==> src/rtl/inst_fetch_queue_pkg.sv <==
// Shared types and default widths for the instruction fetch queue.
package inst_fetch_queue_pkg;

    localparam int unsigned IfqDefInstW = 32;
    localparam int unsigned IfqDefAddrW = 32;

    typedef enum logic [1:0] {
        IfqIdle = 2'd0,
        IfqReq  = 2'd1,
        IfqWait = 2'd2,
        IfqDrop = 2'd3
    } ifq_state_e;

endpackage

==> src/rtl/inst_fetch_queue_fifo.sv <==
// Fetch queue storage: DEPTH entries of WIDTH bits with push, pop and synchronous clear.
module inst_fetch_queue_fifo #(
    parameter int unsigned DEPTH = 8,
    parameter int unsigned WIDTH = 65
) (
    input  logic             i_clk,
    input  logic             i_rst_n,
    input  logic             i_push,
    input  logic             i_pop,
    input  logic             i_clear,
    input  logic [WIDTH-1:0] i_wdata,
    output logic [WIDTH-1:0] o_rdata,
    output logic             o_full,
    output logic             o_empty
);

    localparam int unsigned PtrW = $clog2(DEPTH);
    localparam int unsigned CntW = PtrW + 1;

    logic [WIDTH-1:0] r_mem [DEPTH];
    logic [PtrW-1:0]  r_wr_ptr;
    logic [PtrW-1:0]  r_rd_ptr;
    logic [CntW-1:0]  r_count;

    always_ff @(posedge i_clk or negedge i_rst_n) begin
        if (!i_rst_n) begin
            r_wr_ptr <= '0;
            r_rd_ptr <= '0;
            r_count  <= '0;
            for (int i = 0; i < DEPTH; i++) begin
                r_mem[i] <= '0;
            end
        end else if (i_clear) begin
            r_wr_ptr <= '0;
            r_rd_ptr <= '0;
            r_count  <= '0;
        end else begin
            if (i_push) begin
                r_mem[r_wr_ptr] <= i_wdata;
                r_wr_ptr        <= r_wr_ptr + 1'b1;
            end
            if (i_pop) begin
                r_rd_ptr <= r_rd_ptr + 1'b1;
            end
            case ({i_push, i_pop})
                2'b10:   r_count <= r_count + 1'b1;
                2'b01:   r_count <= r_count - 1'b1;
                default: r_count <= r_count;
            endcase
        end
    end

    assign o_rdata = r_mem[r_rd_ptr];
    assign o_full  = (r_count == CntW'(DEPTH));
    assign o_empty = (r_count == '0);

endmodule

==> src/rtl/inst_fetch_queue.sv <==
// Instruction fetcher: owns the PC, issues one fetch at a time, queues inst+PC+prediction for dispatch.
// Define IFQ_BYPASS_EN to forward a response straight to dispatch when the queue is empty.
module inst_fetch_queue
    import inst_fetch_queue_pkg::*;
#(
    parameter int unsigned       ADDR_W      = IfqDefAddrW,
    parameter int unsigned       INST_W      = IfqDefInstW,
    parameter int unsigned       QUEUE_DEPTH = 8,
    parameter logic [ADDR_W-1:0] RESET_PC    = '0
) (
    input  logic              clk,
    input  logic              rst,
    input  logic              rdy,
    output logic              MC_fetch_valid,
    output logic [ADDR_W-1:0] MC_fetch_addr,
    input  logic              MC_fetch_ready,
    input  logic              MC_input_valid,
    input  logic [INST_W-1:0] MC_inst,
    output logic [INST_W-1:0] PDC_inst,
    output logic [ADDR_W-1:0] PDC_pc,
    input  logic              PDC_need_jump,
    input  logic [ADDR_W-1:0] PDC_jumped_pc,
    input  logic              ROB_flush,
    input  logic [ADDR_W-1:0] ROB_target_pc,
    output logic              DSP_valid,
    input  logic              DSP_ready,
    output logic [INST_W-1:0] DSP_inst,
    output logic [ADDR_W-1:0] DSP_pc,
    output logic              DSP_pred_jump
);

    localparam int unsigned EntryW = INST_W + ADDR_W + 1;

    ifq_state_e        r_state;
    logic [ADDR_W-1:0] r_pc;

    logic              w_resp;
    logic              w_bypass;
    logic              w_push;
    logic              w_pop;
    logic              w_clear;
    logic              w_fifo_full;
    logic              w_fifo_empty;
    logic [EntryW-1:0] w_head;

    assign w_resp = (r_state == IfqWait) && MC_input_valid;

`ifdef IFQ_BYPASS_EN
    assign w_bypass = rdy && w_resp && w_fifo_empty && DSP_ready && !ROB_flush;
`else
    assign w_bypass = 1'b0;
`endif

    assign w_clear = rdy && ROB_flush;
    assign w_push  = rdy && !ROB_flush && w_resp && !w_bypass;
    assign w_pop   = rdy && !ROB_flush && DSP_ready && !w_fifo_empty;

    inst_fetch_queue_fifo #(
        .DEPTH (QUEUE_DEPTH),
        .WIDTH (EntryW)
    ) u_fifo (
        .i_clk   (clk),
        .i_rst_n (rst),
        .i_push  (w_push),
        .i_pop   (w_pop),
        .i_clear (w_clear),
        .i_wdata ({MC_inst, r_pc, PDC_need_jump}),
        .o_rdata (w_head),
        .o_full  (w_fifo_full),
        .o_empty (w_fifo_empty)
    );

    always_ff @(posedge clk or negedge rst) begin
        if (!rst) begin
            r_state <= IfqIdle;
            r_pc    <= RESET_PC;
        end else if (rdy) begin
            if (ROB_flush) begin
                r_pc <= ROB_target_pc;
                case (r_state)
                    IfqIdle: r_state <= IfqIdle;
                    IfqReq:  r_state <= MC_fetch_ready ? IfqDrop : IfqIdle;
                    // A response arriving with the flush retires the outstanding request.
                    IfqWait: r_state <= MC_input_valid ? IfqIdle : IfqDrop;
                    IfqDrop: r_state <= MC_input_valid ? IfqIdle : IfqDrop;
                    default: r_state <= IfqIdle;
                endcase
            end else begin
                case (r_state)
                    IfqIdle: if (!w_fifo_full) r_state <= IfqReq;
                    IfqReq:  if (MC_fetch_ready) r_state <= IfqWait;
                    IfqWait: begin
                        if (MC_input_valid) begin
                            r_pc    <= PDC_need_jump ? PDC_jumped_pc : r_pc + ADDR_W'(4);
                            r_state <= IfqIdle;
                        end
                    end
                    IfqDrop: if (MC_input_valid) r_state <= IfqIdle;
                    default: r_state <= IfqIdle;
                endcase
            end
        end
    end

    assign MC_fetch_valid = (r_state == IfqReq);
    assign MC_fetch_addr  = r_pc;
    assign PDC_inst       = MC_inst;
    assign PDC_pc         = r_pc;

    // Data outputs are zeroed when invalid so stale or flushed entries never show.
    always_comb begin
        DSP_valid     = 1'b0;
        DSP_inst      = '0;
        DSP_pc        = '0;
        DSP_pred_jump = 1'b0;
        if (w_bypass) begin
            DSP_valid     = 1'b1;
            DSP_inst      = MC_inst;
            DSP_pc        = r_pc;
            DSP_pred_jump = PDC_need_jump;
        end else if (!w_fifo_empty) begin
            DSP_valid     = 1'b1;
            DSP_inst      = w_head[EntryW-1 -: INST_W];
            DSP_pc        = w_head[ADDR_W:1];
            DSP_pred_jump = w_head[0];
        end
    end

endmodule

==> config.mk <==
export PLATFORM = sky130hd
export DESIGN_NAME = inst_fetch_queue
export DESIGN_NICKNAME = d
export VERILOG_FILES = /design/src/rtl/inst_fetch_queue_pkg.sv /design/src/rtl/inst_fetch_queue_fifo.sv /design/src/rtl/inst_fetch_queue.sv
export SDC_FILE = /design/constraint.sdc
export NUM_CORES = 1
export LEC_CHECK = 0
export ABC_AREA = 1
export CORE_UTILIZATION = 50
export CTS_BUF_LIST = sky130_fd_sc_hd__clkbuf_16
export DETAILED_ROUTE_END_ITERATION = 10
export DONT_BUFFER_PORTS = 1
export GPL_TIMING_DRIVEN = 0
export SETUP_SLACK_MARGIN = 0.02
export SLEW_MARGIN = 0
export SYNTH_ARGS = -nofsm -noshare
export SYNTH_HDL_FRONTEND = slang
export SYNTH_SLANG_ARGS = --single-unit
==> constraint.sdc <==
create_clock -name clk -period 4.2 [get_ports clk]
set_clock_uncertainty 0.15 [all_clocks]
set_input_delay 0.42 -clock clk [delete_from_list [all_inputs] [get_ports clk]]
set_output_delay 0.42 -clock clk [all_outputs]
set_load 0.02 [all_outputs]
==> flow_metrics.tcl, run 1 <==
set metrics [dict create \
    finalWirelength_mm 86.9 \
    clock.fmax_mhz 252 \
    drc 0 \
    n_fill_cell 4895 \
    holdWs_ps -665 \
    crit_fanout 10 \
    gr-total-overflow 0 \
    setup_viol 0 \
    cp_cell_sequence "inv_1 > clkbuf_1 > clkbuf_1 > o21ai_0 > a31oi_1" \
    power.leakage_nw 13.8 \
    grt_pass1_vias 23168 \
    tightest_slew_ps 1160 \
    io_buffers 0 \
    critPathKind "reg2out" \
    crit_family "buffers and inverters" \
    die_height_um 233 \
    grt_max_degree 565 \
    antenna_found_initial 2 \
    slowest_delay_ps 850 \
    synth_flop_cell "dfrtp_1" \
    drt-vias-per-instance 5.75 \
    reg2reg_from "MC_fetch_addr[6]" \
    path_clk_slew_ps 60 \
    wl_per_cell_um 20.9 \
    antenna_left 0 \
    fin_crit_sh_pct 94.5 \
    synth_area_mm2 0.0266 \
    synth-compound-area-share_pct 21.1 \
    async_flop_share_pct 100 \
    start_util_pct 50.6 \
    fin_ws_ps 231 \
    grt_pass1_wl_mm 135 \
    r2r_slack_ps 1040 \
    min_path_type "in2async" \
    post-place-ws_ps 879 \
    path_common_cell "clkbuf_1" \
    r2r_cells 6 \
    h-tree-depth 2 \
    syn_inst 3255 \
    die_x_um 233 \
    powerDensity_mw_per_mm2 501 \
    finalSetupTns_ps 0 \
    ys_warn_count 0 \
    hpwl_mm 60.7 \
    yosys_register_bits 564 \
    design_area_mm2 0.0304 \
    mostFrequentLayoutCells "724 x o21ai_0, 644 x nand2_1, 564 x dfrtp_1" \
    slew_headroom_pct 22.9 \
    synth-xor-area-share_pct 0.0989 \
    muxShareOfSynthArea_pct 0.118 \
    yosysSeqAreaShare_pct 53.1 \
    syn-num-nets 3365 \
    core_region_area_mm2 0.0526 \
    crit_start "u_fifo.r_rd_ptr[2]" \
    clock_sinks 564 \
    yosys.area_share.simple_pct 17.8 \
    vias 23912 \
    synthAdderAreaFrac_pct 0.283 \
    r2r-end "MC_fetch_addr[6]" \
    final_common_cell "o21ai_0" \
    synth_edf_count 0 \
    hold_viol_final 564 \
    cp-start-kind "register" \
    endpoint_kind "output pin" \
    place_congestion 0.919 \
    syn_avg_cell_area_um2 8.16 \
    clock_latency_ps 630 \
    path_buf_inv 3 \
    rows 84 \
    p_total_mw 15.2 \
    synth.largest_area_cell "dfrtp_1" \
    grt_usage_pct 32.3 \
    ir_drop_mv 0.352 \
    run_status "complete, but fails checks" \
    cts-root-buf "clkbuf_16" \
    worstPathRequired_ps 3630 \
    cts_setup_buffers 0 \
    cts_hold_buf 98 \
    yosys-top-cells-area "dfrtp_1 53%, o21ai_0 14%, nand2_1 9.1%" \
    final_net_count 3526 \
    cap_viol_max_count 0 \
    synth_top_area_share_pct 53.1 \
    rsz0062_at_grt "false" \
    dr.pass1.iters 6 \
    cts_tree "yes" \
    synth_top_family_by_area "compound AO/OA/AOI/OAI gates" \
    period_minus_slack_ps 3970 \
    drt_iter0_drc 2251 \
    placed_area_mm2 0.0274 \
    ys_types 41 \
    arrival_ps 3400 \
    clk_path_buf_depth 3 \
    drive_above_1_share_pct 8.65 \
    slew_viol_final 0 \
    cts_buffers 61 \
    die_area_mm2 0.0541 \
    cp_slowest_cell "clkbuf_1" \
    violations "hold timing" \
    area_growth_pct 14.4 \
    io_pins 267 \
]
==> final cells by class <==
cell class / count / area, um^2 / share of cell area (%)
antenna: 1 / 2.50 / 0.00823
clock inverter: 54 / 457 / 1.50
inverter: 92 / 348 / 1.14
multi-input combinational: 2300 / 10500 / 34.4
clock buffer: 61 / 1530 / 5.02
tap: 688 / 861 / 2.83
buffer: 299 / 1650 / 5.42
sequential: 564 / 14100 / 46.4
timing repair buffer: 98 / 981 / 3.23
==> kinds of logic (layout without fill, tap and decap cells) <==
kind of cell | count (synthesis) | after routing
mux | 3 | 3
other cells | 0 | 1
simple gates | 1218 | 1218
buf+inv | 391 | 604
flops | 564 | 564
fa+ha+maj | 6 | 6
compound gates | 1070 | 1070
xor+xnor | 3 | 3
==> registers in the layout, indices dropped and copies added (netlist names) <==
signal / cells
u_fifo.r_rd_ptr: 3
MC_fetch_addr: 32
u_fifo.r_wr_ptr: 3
u_fifo.r_mem: 520
u_fifo.r_count: 4
r_state: 2
==> timing repair <==
item / in CTS / in global routing
resized for setup: 0 / 0
hold endpoints to repair: 844 / 564
endpoints found under the setup margin: 0 / 0
==> synthesized netlist by cell type, drive strengths merged (2+ instances only) <==
library cell	n
a22oi	12
nand3	55
dfrtp	564
clkbuf	100
o22ai	65
a31oi	72
a22o	2
o211ai	3
nand2	648
a21oi	22
inv	91
xor2	2
o21ai	888
mux2i	2
and2	3
ha	6
a32oi	3
nand4	6
buf	199
nor3	2
nor2	503
==> worst max path at each step <==
stage	to	slack [ps]	depth (start not counted)
after detailed placement	DSP_inst[28]	880	5
after global placement	DSP_inst[28]	880	5
after CTS	DSP_inst[28]	210	5
after global routing	DSP_pc[16]	120	8
after floorplan	u_fifo.r_count[2]	1850	13
final	DSP_inst[28]	230	5
==> power by group <==
part / internal (mW) / switching, mW
registers: 5.95 / 0.538
logic: 1.08 / 2.25
clock network: 3.12 / 2.28
==> layer usage <==
layer | track usage [%] | wire length, um | up-vias
li1 | - | - | 11155
met1 | 43.1 | 36900 | 11667
met2 | 53.6 | 41200 | 942
met3 | 4.45 | 5930 | 148
met4 | 11.7 | 2860 | 0
met5 | 0 | 0 | -
==> per-stage QoR <==
stage	cells	hold slack [ps]	utilization, %
2_1_floorplan	3255	-25.6	-
3_3_place_gp	3943	0.173	52.2
3_5_place_dp	3943	-1.41	52.2
4_1_cts	4156	-676	57.8
5_1_grt	4156	-678	57.8
6_report	4157	-665	57.8
No activity file was read; power rests on OpenSTA's default activity.
==> run 2: changes to the inputs <==
--- a/config.mk
+++ b/config.mk
@@ -11,6 +11,7 @@
 export DETAILED_ROUTE_END_ITERATION = 10
 export DONT_BUFFER_PORTS = 1
 export GPL_TIMING_DRIVEN = 0
+export PLACE_DENSITY = 0.71
 export SETUP_SLACK_MARGIN = 0.02
 export SLEW_MARGIN = 0
 export SYNTH_ARGS = -nofsm -noshare
==> flow_metrics.tcl, run 2 (synthesis results as in run 1) <==
set metrics [dict create \
    crit_fanout 10 \
    final_common_cell "o21ai_0" \
    run_status "complete, but fails checks" \
    clock_sinks 564 \
    cts_tree "yes" \
    tightest_slew_ps 1290 \
    final_core_util_pct 57.7 \
    ir_drop_mv 0.379 \
    p_total_mw 15.0 \
    largest-register "u_fifo.r_mem" \
    min_path_type "in2async" \
    antenna_found_initial 3 \
    clock_latency_ps 630 \
    grt_pass1_vias 23777 \
    hpwl_mm 59.0 \
    fin_crit_sh_pct 94.6 \
    drt_iter0_drc 2697 \
    die_height_um 233 \
    slew_headroom_pct 14.0 \
    n_fill_cell 4719 \
    cts-root-buf "clkbuf_16" \
    cts_setup_buffers 0 \
    arrival_ps 3410 \
    powerDensity_mw_per_mm2 493 \
    wl_per_cell_um 20.5 \
    reg2reg_from "MC_fetch_addr[3]" \
    cts_hold_buf 99 \
    largest_register_ffs 520 \
    die_area_mm2 0.0541 \
    grt_max_degree 565 \
    post-place-ws_ps 876 \
    place_congestion 0.914 \
    final_net_count 3526 \
    io_pins 267 \
    grt_usage_pct 31.6 \
    cap_viol_max_count 0 \
    grt_pass1_wl_mm 133 \
    die_x_um 233 \
    drt-vias-per-instance 5.87 \
    hold_viol_final 564 \
    h-tree-depth 2 \
    drive_above_1_share_pct 8.61 \
    antenna_left 0 \
    mostFrequentLayoutCells "724 x o21ai_0, 644 x nand2_1, 564 x dfrtp_1" \
    vias 24380 \
    holdWs_ps -640 \
    area_growth_pct 14.1 \
    critPathKind "reg2out" \
    fin_ws_ps 225 \
    period_minus_slack_ps 3980 \
    power.leakage_nw 13.7 \
    r2r_cells 11 \
    cp-start-kind "register" \
    drc 0 \
    clock.fmax_mhz 252 \
    path_clk_slew_ps 60 \
    violations "hold timing" \
    slew_viol_final 0 \
    worstPathRequired_ps 3630 \
    setup_viol 0 \
    rsz0062_at_grt "false" \
    core_region_area_mm2 0.0526 \
    clk_path_buf_depth 3 \
    gr-total-overflow 0 \
    rows 84 \
    io_buffers 0 \
    finalSetupTns_ps 0 \
    cts_buffers 60 \
    start_util_pct 50.6 \
    finalWirelength_mm 85.1 \
    endpoint_kind "output pin" \
    dr.pass1.iters 6 \
    r2r-end "MC_fetch_addr[26]" \
    r2r_slack_ps 1020 \
]
-- run 2: metrics by stage --
| stage | hold slack, ps | instances | area [um^2] |
|---|---|---|---|
| 2_1_floorplan | -25.6 | 3255 | 26600 |
| 3_3_place_gp | 16.5 | 3943 | 27400 |
| 3_5_place_dp | 13.3 | 3943 | 27400 |
| 4_1_cts | -652 | 4149 | 30300 |
| 5_1_grt | -668 | 4152 | 30300 |
| 6_report | -640 | 4152 | 30300 |
-- run 2: where the power goes --
part	internal [mW]	switching (mW)	total [mW]
Clock	2.93	2.23	5.15
Sequential	5.95	0.552	6.51
Combinational	1.08	2.22	3.30
Total	9.96	5.00	15.0
-- run 2: metal layers --
metal	GRT usage, %	part of all wire [%]
met5	0	0
met4	14.1	4.5
met3	5.85	9.0
met2	51.0	46
met1	41.5	40
-- run 2: what timing repair did --
action | CTS | global route
endpoints found under the hold margin | 822 | 564
endpoints found under the setup margin | 0 | 1
resized for setup | 0 | 1
-- run 2: cell type report --
class / count / area [um^2] / share of cell area, %
Sequential cell: 564 / 14100 / 46.6
Multi-Input combinational cell: 2300 / 10500 / 34.5
Buffer: 299 / 1650 / 5.43
Clock buffer: 61 / 1530 / 5.04
Timing Repair Buffer: 99 / 991 / 3.27
Tap cell: 688 / 861 / 2.84
Clock inverter: 46 / 358 / 1.18
Inverter: 92 / 348 / 1.15
Antenna cell: 3 / 7.51 / 0.0248
-- run 2: how the worst max path moves through the flow --
stage | slack [ps] | depth (start not counted) | start | end
after floorplan | 1850 | 13 | rdy | u_fifo.r_count[2]
after global placement | 890 | 8 | u_fifo.r_rd_ptr[0] | DSP_pc[15]
after detailed placement | 880 | 8 | u_fifo.r_rd_ptr[0] | DSP_pc[16]
after CTS | 170 | 8 | u_fifo.r_rd_ptr[0] | DSP_pc[16]
after global routing | 70 | 8 | u_fifo.r_rd_ptr[0] | DSP_pc[15]
final | 220 | 5 | u_fifo.r_rd_ptr[2] | DSP_inst[27]
-- run 2: critical path, cell delays in order, from the launching register on --
cell,delay [ps]
dfrtp_1,380
inv_1,300
clkbuf_1,860
clkbuf_1,550
o21ai_0,220
a31oi_1,470
